===== config.mk =====
export PLATFORM = sky130hd
export DESIGN_NAME = booth_seq_ctrl
export DESIGN_NICKNAME = d
export VERILOG_FILES = /design/src/rtl/booth_pkg.sv /design/src/rtl/booth_shreg.sv /design/src/rtl/booth_seq_ctrl.sv
export SDC_FILE = /design/constraint.sdc
export NUM_CORES = 1
export LEC_CHECK = 0
export BUFFER_PORTS_ARGS = -buffer_cell sky130_fd_sc_hd__buf_2
export CAP_MARGIN = 5
export CORE_MARGIN = 2
export CORE_UTILIZATION = 52
export CTS_CLUSTER_DIAMETER = 40
export CTS_CLUSTER_SIZE = 10
export DETAILED_ROUTE_END_ITERATION = 8
export GPL_TIMING_DRIVEN = 0
export PLACE_DENSITY = 0.86
export SYNTH_ARGS = -nofsm -noshare
export SYNTH_HDL_FRONTEND = slang
export SYNTH_SLANG_ARGS = --single-unit

===== constraint.sdc =====
create_clock -name clk -period 2 [get_ports clk]
set_input_delay 0.4 -clock clk [delete_from_list [all_inputs] [get_ports clk]]
set_output_delay 0.4 -clock clk [all_outputs]
set_load 0.02 [all_outputs]

===== src/rtl/booth_pkg.sv =====
// Shared definitions for the radix-2 Booth multiplier sequencer.
//   state_e   : sequencer states
//   AU_ADD/SUB: encodings of the external add/sub unit control bit
//   W_DEFAULT : default operand width
package booth_pkg;

    localparam int W_DEFAULT = 4;

    localparam logic AU_ADD = 1'b0;
    localparam logic AU_SUB = 1'b1;

    typedef enum logic [2:0] {
        IDLE,
        EVAL,
        WAIT,
        SHIFT,
        DONE
    } state_e;

endpackage


===== src/rtl/booth_shreg.sv =====
// Booth working register {sgn, A, Q, q_1}.
//   clk, rst_n : clock, asynchronous active-low reset
//   load_i     : clear A/q_1/sgn and load Q from mlr_i
//   acc_we_i   : write A from acc_i
//   sgn_we_i   : write the saved sign bit from sgn_i
//   shift_i    : arithmetic right shift of {A,Q,q_1}, sgn feeds the MSB
//   acc_o, mlr_o, q1_o : current A, Q and q_1
module booth_shreg #(
    parameter int W = 4
) (
    input  logic         clk,
    input  logic         rst_n,
    input  logic         load_i,
    input  logic [W-1:0] mlr_i,
    input  logic         acc_we_i,
    input  logic [W-1:0] acc_i,
    input  logic         sgn_we_i,
    input  logic         sgn_i,
    input  logic         shift_i,
    output logic [W-1:0] acc_o,
    output logic [W-1:0] mlr_o,
    output logic         q1_o
);

    logic [W-1:0] acc_q;
    logic [W-1:0] mlr_q;
    logic         q1_q;
    logic         sgn_q;

    always_ff @(posedge clk or negedge rst_n) begin
        if (!rst_n) begin
            acc_q <= '0;
            mlr_q <= '0;
            q1_q  <= 1'b0;
            sgn_q <= 1'b0;
        end else if (load_i) begin
            acc_q <= '0;
            mlr_q <= mlr_i;
            q1_q  <= 1'b0;
            sgn_q <= 1'b0;
        end else if (shift_i) begin
            // sgn is the true sign of the (W+1)-bit partial sum, so an
            // add/sub that overflowed W bits still shifts in correctly.
            {acc_q, mlr_q, q1_q} <= {sgn_q, acc_q, mlr_q};
        end else begin
            if (acc_we_i) acc_q <= acc_i;
            if (sgn_we_i) sgn_q <= sgn_i;
        end
    end

    assign acc_o = acc_q;
    assign mlr_o = mlr_q;
    assign q1_o  = q1_q;

endmodule


===== src/rtl/booth_seq_ctrl.sv =====
// Sequencer for a radix-2 Booth signed multiplier using an external,
// shareable W-bit registered add/sub unit.
//   clk, rst_n            : clock, asynchronous active-low reset
//   start                 : request, sampled only in IDLE
//   multiplicand/multiplier: signed operands captured on accept
//   busy                  : high in every state except IDLE
//   done                  : one-cycle pulse, product valid
//   product               : signed 2W-bit result, held until replaced
//   au_a, au_b, au_ctrl   : operands / op select to the add/sub unit
//   au_o                  : add/sub result, one cycle after operands
module booth_seq_ctrl
    import booth_pkg::*;
#(
    parameter int W = W_DEFAULT
) (
    input  logic           clk,
    input  logic           rst_n,
    input  logic           start,
    input  logic [W-1:0]   multiplicand,
    input  logic [W-1:0]   multiplier,
    output logic           busy,
    output logic           done,
    output logic [2*W-1:0] product,
    output logic [W-1:0]   au_a,
    output logic [W-1:0]   au_b,
    output logic           au_ctrl,
    input  logic [W-1:0]   au_o
);

    localparam int CW = $clog2(W) + 1;

    state_e           state_q, state_d;
    logic [CW-1:0]    cnt_q, cnt_d;
    logic [W-1:0]     m_q;
    logic [2*W-1:0]   prod_q;

    logic [W-1:0]     acc;
    logic [W-1:0]     mlr;
    logic             q1;
    logic             load;
    logic             shift;
    logic             acc_we;
    logic             sgn_we;
    logic             sgn_new;
    logic             ovf;

    booth_shreg #(.W(W)) u_shreg (
        .clk      (clk),
        .rst_n    (rst_n),
        .load_i   (load),
        .mlr_i    (multiplier),
        .acc_we_i (acc_we),
        .acc_i    (au_o),
        .sgn_we_i (sgn_we),
        .sgn_i    (sgn_new),
        .shift_i  (shift),
        .acc_o    (acc),
        .mlr_o    (mlr),
        .q1_o     (q1)
    );

    // Signed overflow of the W-bit result; in WAIT the op is a subtract
    // exactly when Q[0]=1 (pair 10).
    always_comb begin
        if (mlr[0]) ovf = (acc[W-1] != m_q[W-1]) && (au_o[W-1] != acc[W-1]);
        else        ovf = (acc[W-1] == m_q[W-1]) && (au_o[W-1] != acc[W-1]);
    end

    always_ff @(posedge clk or negedge rst_n) begin
        if (!rst_n) begin
            state_q <= IDLE;
            cnt_q   <= '0;
            m_q     <= '0;
            prod_q  <= '0;
        end else begin
            state_q <= state_d;
            cnt_q   <= cnt_d;
            if (load)            m_q    <= multiplicand;
            if (state_q == DONE) prod_q <= {acc, mlr};
        end
    end

    always_comb begin
        state_d = state_q;
        cnt_d   = cnt_q;
        load    = 1'b0;
        shift   = 1'b0;
        acc_we  = 1'b0;
        sgn_we  = 1'b0;
        sgn_new = acc[W-1];
        au_ctrl = AU_ADD;
        done    = 1'b0;
        busy    = (state_q != IDLE);
        unique case (state_q)
            IDLE: begin
                if (start) begin
                    load    = 1'b1;
                    cnt_d   = CW'(W);
                    state_d = EVAL;
                end
            end
            EVAL: begin
                unique case ({mlr[0], q1})
                    2'b01: begin
                        au_ctrl = AU_ADD;
                        state_d = WAIT;
                    end
                    2'b10: begin
                        au_ctrl = AU_SUB;
                        state_d = WAIT;
                    end
                    default: begin
                        sgn_we  = 1'b1;
                        sgn_new = acc[W-1];
                        state_d = SHIFT;
                    end
                endcase
            end
            WAIT: begin
                // Hold the op select the unit registered on entry.
                au_ctrl = mlr[0] ? AU_SUB : AU_ADD;
                acc_we  = 1'b1;
                sgn_we  = 1'b1;
                sgn_new = au_o[W-1] ^ ovf;
                state_d = SHIFT;
            end
            SHIFT: begin
                shift   = 1'b1;
                cnt_d   = cnt_q - CW'(1);
                state_d = (cnt_q == CW'(1)) ? DONE : EVAL;
            end
            DONE: begin
                done    = 1'b1;
                state_d = IDLE;
            end
            default: state_d = IDLE;
        endcase
    end

    assign au_a = acc;
    assign au_b = m_q;
    // The finished result is presented directly in DONE and held in
    // prod_q afterwards, so the output never tracks the working register.
    assign product = (state_q == DONE) ? {acc, mlr} : prod_q;

endmodule


Word level (Yosys, flattened, before mapping) --
Index checks and enable logic that the tools add are counted.
Storage, ports and cells: register bits after elaboration 28, input bits 15, output and inout port bits 19, logic and storage cells 62
Operators by class: add/sub/neg operators 1, equal/unequal tests 12, mux-type cells 29, bitwise gates (word level) 1, reductions and logical operators 11
Operators with widths (number):
- 4-bit 2-to-1 mux | 5
- 1-bit 2-to-1 mux | 16
- 3-bit case mux with 4 select lines | 1
- 3-bit 2-to-1 mux | 3
- 8-bit 2-to-1 mux | 1
- 3-bit by 1-bit == test with 1-bit output, second input constant | 2
- 3-bit by 2-bit == test with 1-bit output, second input constant | 2
- 3-bit case mux with 2 select lines | 1
- 2-bit nonzero test | 3
- 3-bit nonzero test | 2
- 2-bit != test, second input constant | 2
- 1-bit case mux with 2 select lines | 2
- 2-bit AND reduction | 2
- 3-bit == test, second input constant | 1
- 3-bit logical NOT | 1
- 3-bit by 1-bit subtractor with 3-bit output, second input constant | 1
- 2-bit by 1-bit == test with 1-bit output, second input constant | 1
- 2-bit == test, second input constant | 1
- 1-bit logical AND | 2
- 1-bit != test | 2
- 2-bit OR reduction | 1
- 1-bit == test | 1
- 1-bit XOR | 1

Longest topological paths before layout --
depth in word-level cells 8, depth in mapped cells 5, mapped depth without buffers 5

Hierarchy --
A second synthesis with hierarchy kept.
Second synthesis, totals: cell total of the unflattened synthesis 112, area, all modules 1385.1 um2
Modules (own cells, without submodules):
- booth_seq_ctrl | instances 1, cells each 71, area each 902.1 um2, seq. area each 450.4 um2
- booth_shreg | instances 1, cells each 41, area each 483.0 um2, seq. area each 250.2 um2

Worst setup path after synthesis --
Ideal clock, no wire load.
kind flip-flop to output port, start register state_q[1], end output product[0], arrival time 1.291 ns, data required time 1.600 ns, slack 0.309 ns, stages on the path, launching flop included 4, buffers on the path 1, path through dfrtp_1 nor3b_1 buf_2 mux2_2
On the way: longest elaborated chain between the ends 2
RTL lines:
- start: declaration | RTL line booth_seq_ctrl.sv:32 | state_e state_q, state_d;
- start signal: assignment | RTL line booth_seq_ctrl.sv:76 | state_q <= state_d;
- 3-bit == test | RTL line booth_seq_ctrl.sv:144 | assign product = (state_q == DONE) ? {acc, mlr} : prod_q;
- 8-bit 2-to-1 mux | RTL line booth_seq_ctrl.sv:144
- end: declaration | RTL line booth_seq_ctrl.sv:23 | output logic [2*W-1:0] product,
Every way passes these cells.

Worst setup path in the final report --
start register state_q[1], end output product[3]
The elaborated chain is that of the path after synthesis.

==> results.ini <==
[sta]
final-setup-viol-count = 8
period_minus_slack_ps = 2100
worst_pin_slew_ps = 613
finalWorstSetupSlack_ps = -100
max_freq_ghz = 0.476
rsz0062_at_grt = true
finalCritPeriodShare = 1.05
hold_viol = 0
drv_slew = 0
finalClockSkew_ps = 8.20
finalSetupTns_ps = -684
slew_headroom = 0.591

[logic_synthesis]
yosysMostFrequentCell = dfrtp_1
yosys_warnings = 0
async_reset_ff_frac = 1.00
synth.largest_area_cell = dfrtp_1
syn-num-nets = 129
syn_inst = 111
ys_seq_area_frac = 0.507
synth_area_per_cell_um2 = 12.5
syn_area_um2 = 1380
synth_top_cell_area_share = 0.507
synth_flop_cell = dfrtp_1
synth.distinct_cells = 39
synth-edff-count = 0
synthTopCellsByArea = dfrtp_1, mux2_2, mux2_4
synth.cells.most_frequent = dfrtp_1, mux2_2, inv_1, a22o_1
ys_seq_elements = 28

[global_routing]
antenna_found_initial = 0
grt_max_degree = 29
grt_overflow_total = 0
first_global_vias = 987
grt_first_pass_wirelength_um = 4750
grt_util_all_layers = 0.194

[drt]
drt-total-wl_um = 2890
antenna_left = 0
drc_errors = 0
wl_per_cell_um = 16.0
drt_iter0_markers = 17
avgViaCountPerCell = 5.70
first_pass_iters = 4
via_count = 1032

[worst_setup_path]
worst-setup-path-type = flip-flop to output port
worstPathMaxFanout = 5
r2r_start = state_q[0]
crit_arrival_ps = 1700
timing.rr.end = au_b[2]
crit_required_ps = 1600
worstSetupStartpointType = flip-flop
reg2reg_setup_slack_ps = 160
crit_path_end_kind = output port
reg2reg_depth = 5

[layout]
fillers = 165
seqCellArea_um2 = 704
diodes = 0
nets = 170
drive_gt1_frac = 0.470
area_delta_synth_final_pct = 28.6
multi_input_area_um2 = 662

[pwr]
p_leak_nw = 0.896
power.density_nw_per_um2 = 1630
ir_drop_uv = 1470
total_power_w = 0.00291

[floorplan]
die_height_um = 55.6
dieArea_um2 = 3090
initial_utilization = 0.553
die_x_um = 55.6
io_pins = 34
core_area_um2 = 2500
placementRows = 18

[clocking]
clkTransAtPathRegs_ps = 150
numCtsBuffers = 3
htree_levels = 1
cts_buffer_depth = 2
clock_sinks = 28
cts_root_buf = clkbuf_4
clk-insertion-delay-late_ps = 330
cts_tree = built

[flow_run]
cap_violations = 0

[outcome]
status = complete, but fails checks
violations = setup timing

[hold_path]
hold_class = input pin to asynchronous set/reset pin

[placed_design]
numPortBuffers = 33
gp_congestion = 0.775
dp_hpwl_um = 1950

-- cells by family after synthesis --
kind of cell,after synthesis,synth area share
and+or+nand+nor,23,0.124
muxes,17,0.148
xor gates and xnor gates,1,0.00634
buffers and inverters,14,0.0498
DFF,28,0.507
AOI/OAI and AO/OA,25,0.138
adders and majority gates,3,0.0272
-- flip-flops by register name, summed over array words and instances, names as in the netlist --
| register | count |
|---|---|
| au_b | 4 |
| cnt_q | 3 |
| prod_q | 8 |
| state_q | 3 |
| u_shreg.acc_o | 4 |
| u_shreg.mlr_o | 4 |
| u_shreg.q1_o | 1 |
| u_shreg.sgn_q | 1 |
-- stage by stage --
step,util,area [µm²],hold WS [ps],std cells,setup WS (ps)
final,0.711,1780,52.5,181,-100
after global routing,0.711,1780,103,181,-169
after global placement,0.634,1590,434,174,175
after floorplan,-,1380,104,111,309
after detailed placement,0.634,1590,444,174,105
after CTS,0.672,1680,74.6,181,-125
-- worst max path at each step --
stage | startpoint | endpoint
6_report | state_q[1] | product[3]
5_1_grt | state_q[1] | product[2]
4_1_cts | state_q[0] | product[7]
3_5_place_dp | state_q[2] | product[3]
3_3_place_gp | state_q[1] | product[5]
2_1_floorplan | state_q[1] | product[0]
-- final cells by class --
cell class | instances | share of cell area
Sequential cell | 28 | 0.396
Multi-Input combinational cell | 69 | 0.372
Timing Repair Buffer | 38 | 0.150
Buffer | 4 | 0.0232
Tap cell | 30 | 0.0211
Clock buffer | 4 | 0.0204
Inverter | 8 | 0.0169
-- what timing repair did --
item / in CTS / in global routing
gates cloned: 1 / 0
gates resized for setup: 13 / 28
endpoints found under the hold margin: 0 / 0
pin swaps: 1 / 1
endpoints found under the setup margin: 9 / 10
hold buffers: 0 / 0
setup buffers: 3 / 1
-- worst max-delay path, stage by stage, from the launching register on --
cell,delay (ps)
dfrtp_2,460
nor3b_4,270
buf_6,180
mux2_4,320
buf_6,130
-- per-layer routing --
metal	global-route usage	share of wire	up-vias	wire length (µm)
met5	0	0	-	0
met4	0.0279	0.0093	0	27
met3	0.0539	0.044	4	128
met2	0.313	0.49	28	1430
met1	0.270	0.45	519	1310
li1	-	-	481	-
-- placed cells by master (no fill, tap or decap), types with 2 or more instances in the layout --
master	synthesis	layout
a211oi_1	2	2
a21o_1	4	4
a21oi_1	3	3
a22o_1	5	5
and2b_1	2	2
buf_2	4	24
buf_4	1	4
buf_6	1	14
clkbuf_4	0	3
dfrtp_1	28	25
dfrtp_2	0	3
ha_1	3	3
inv_1	8	8
mux2_2	11	3
mux2_4	4	12
mux2i_1	2	2
nand3b_1	2	2
nand4b_1	2	2
nor2_1	4	4
o31ai_1	3	3
-- power breakdown --
group | switching (W) | internal (W) | total, W
Clock | 0.000167 | 0.000112 | 0.000279
Combinational | 0.000801 | 0.000816 | 0.00162
Sequential | 0.000189 | 0.000821 | 0.00101
Note: power is estimated with default switching activity, not from simulation.
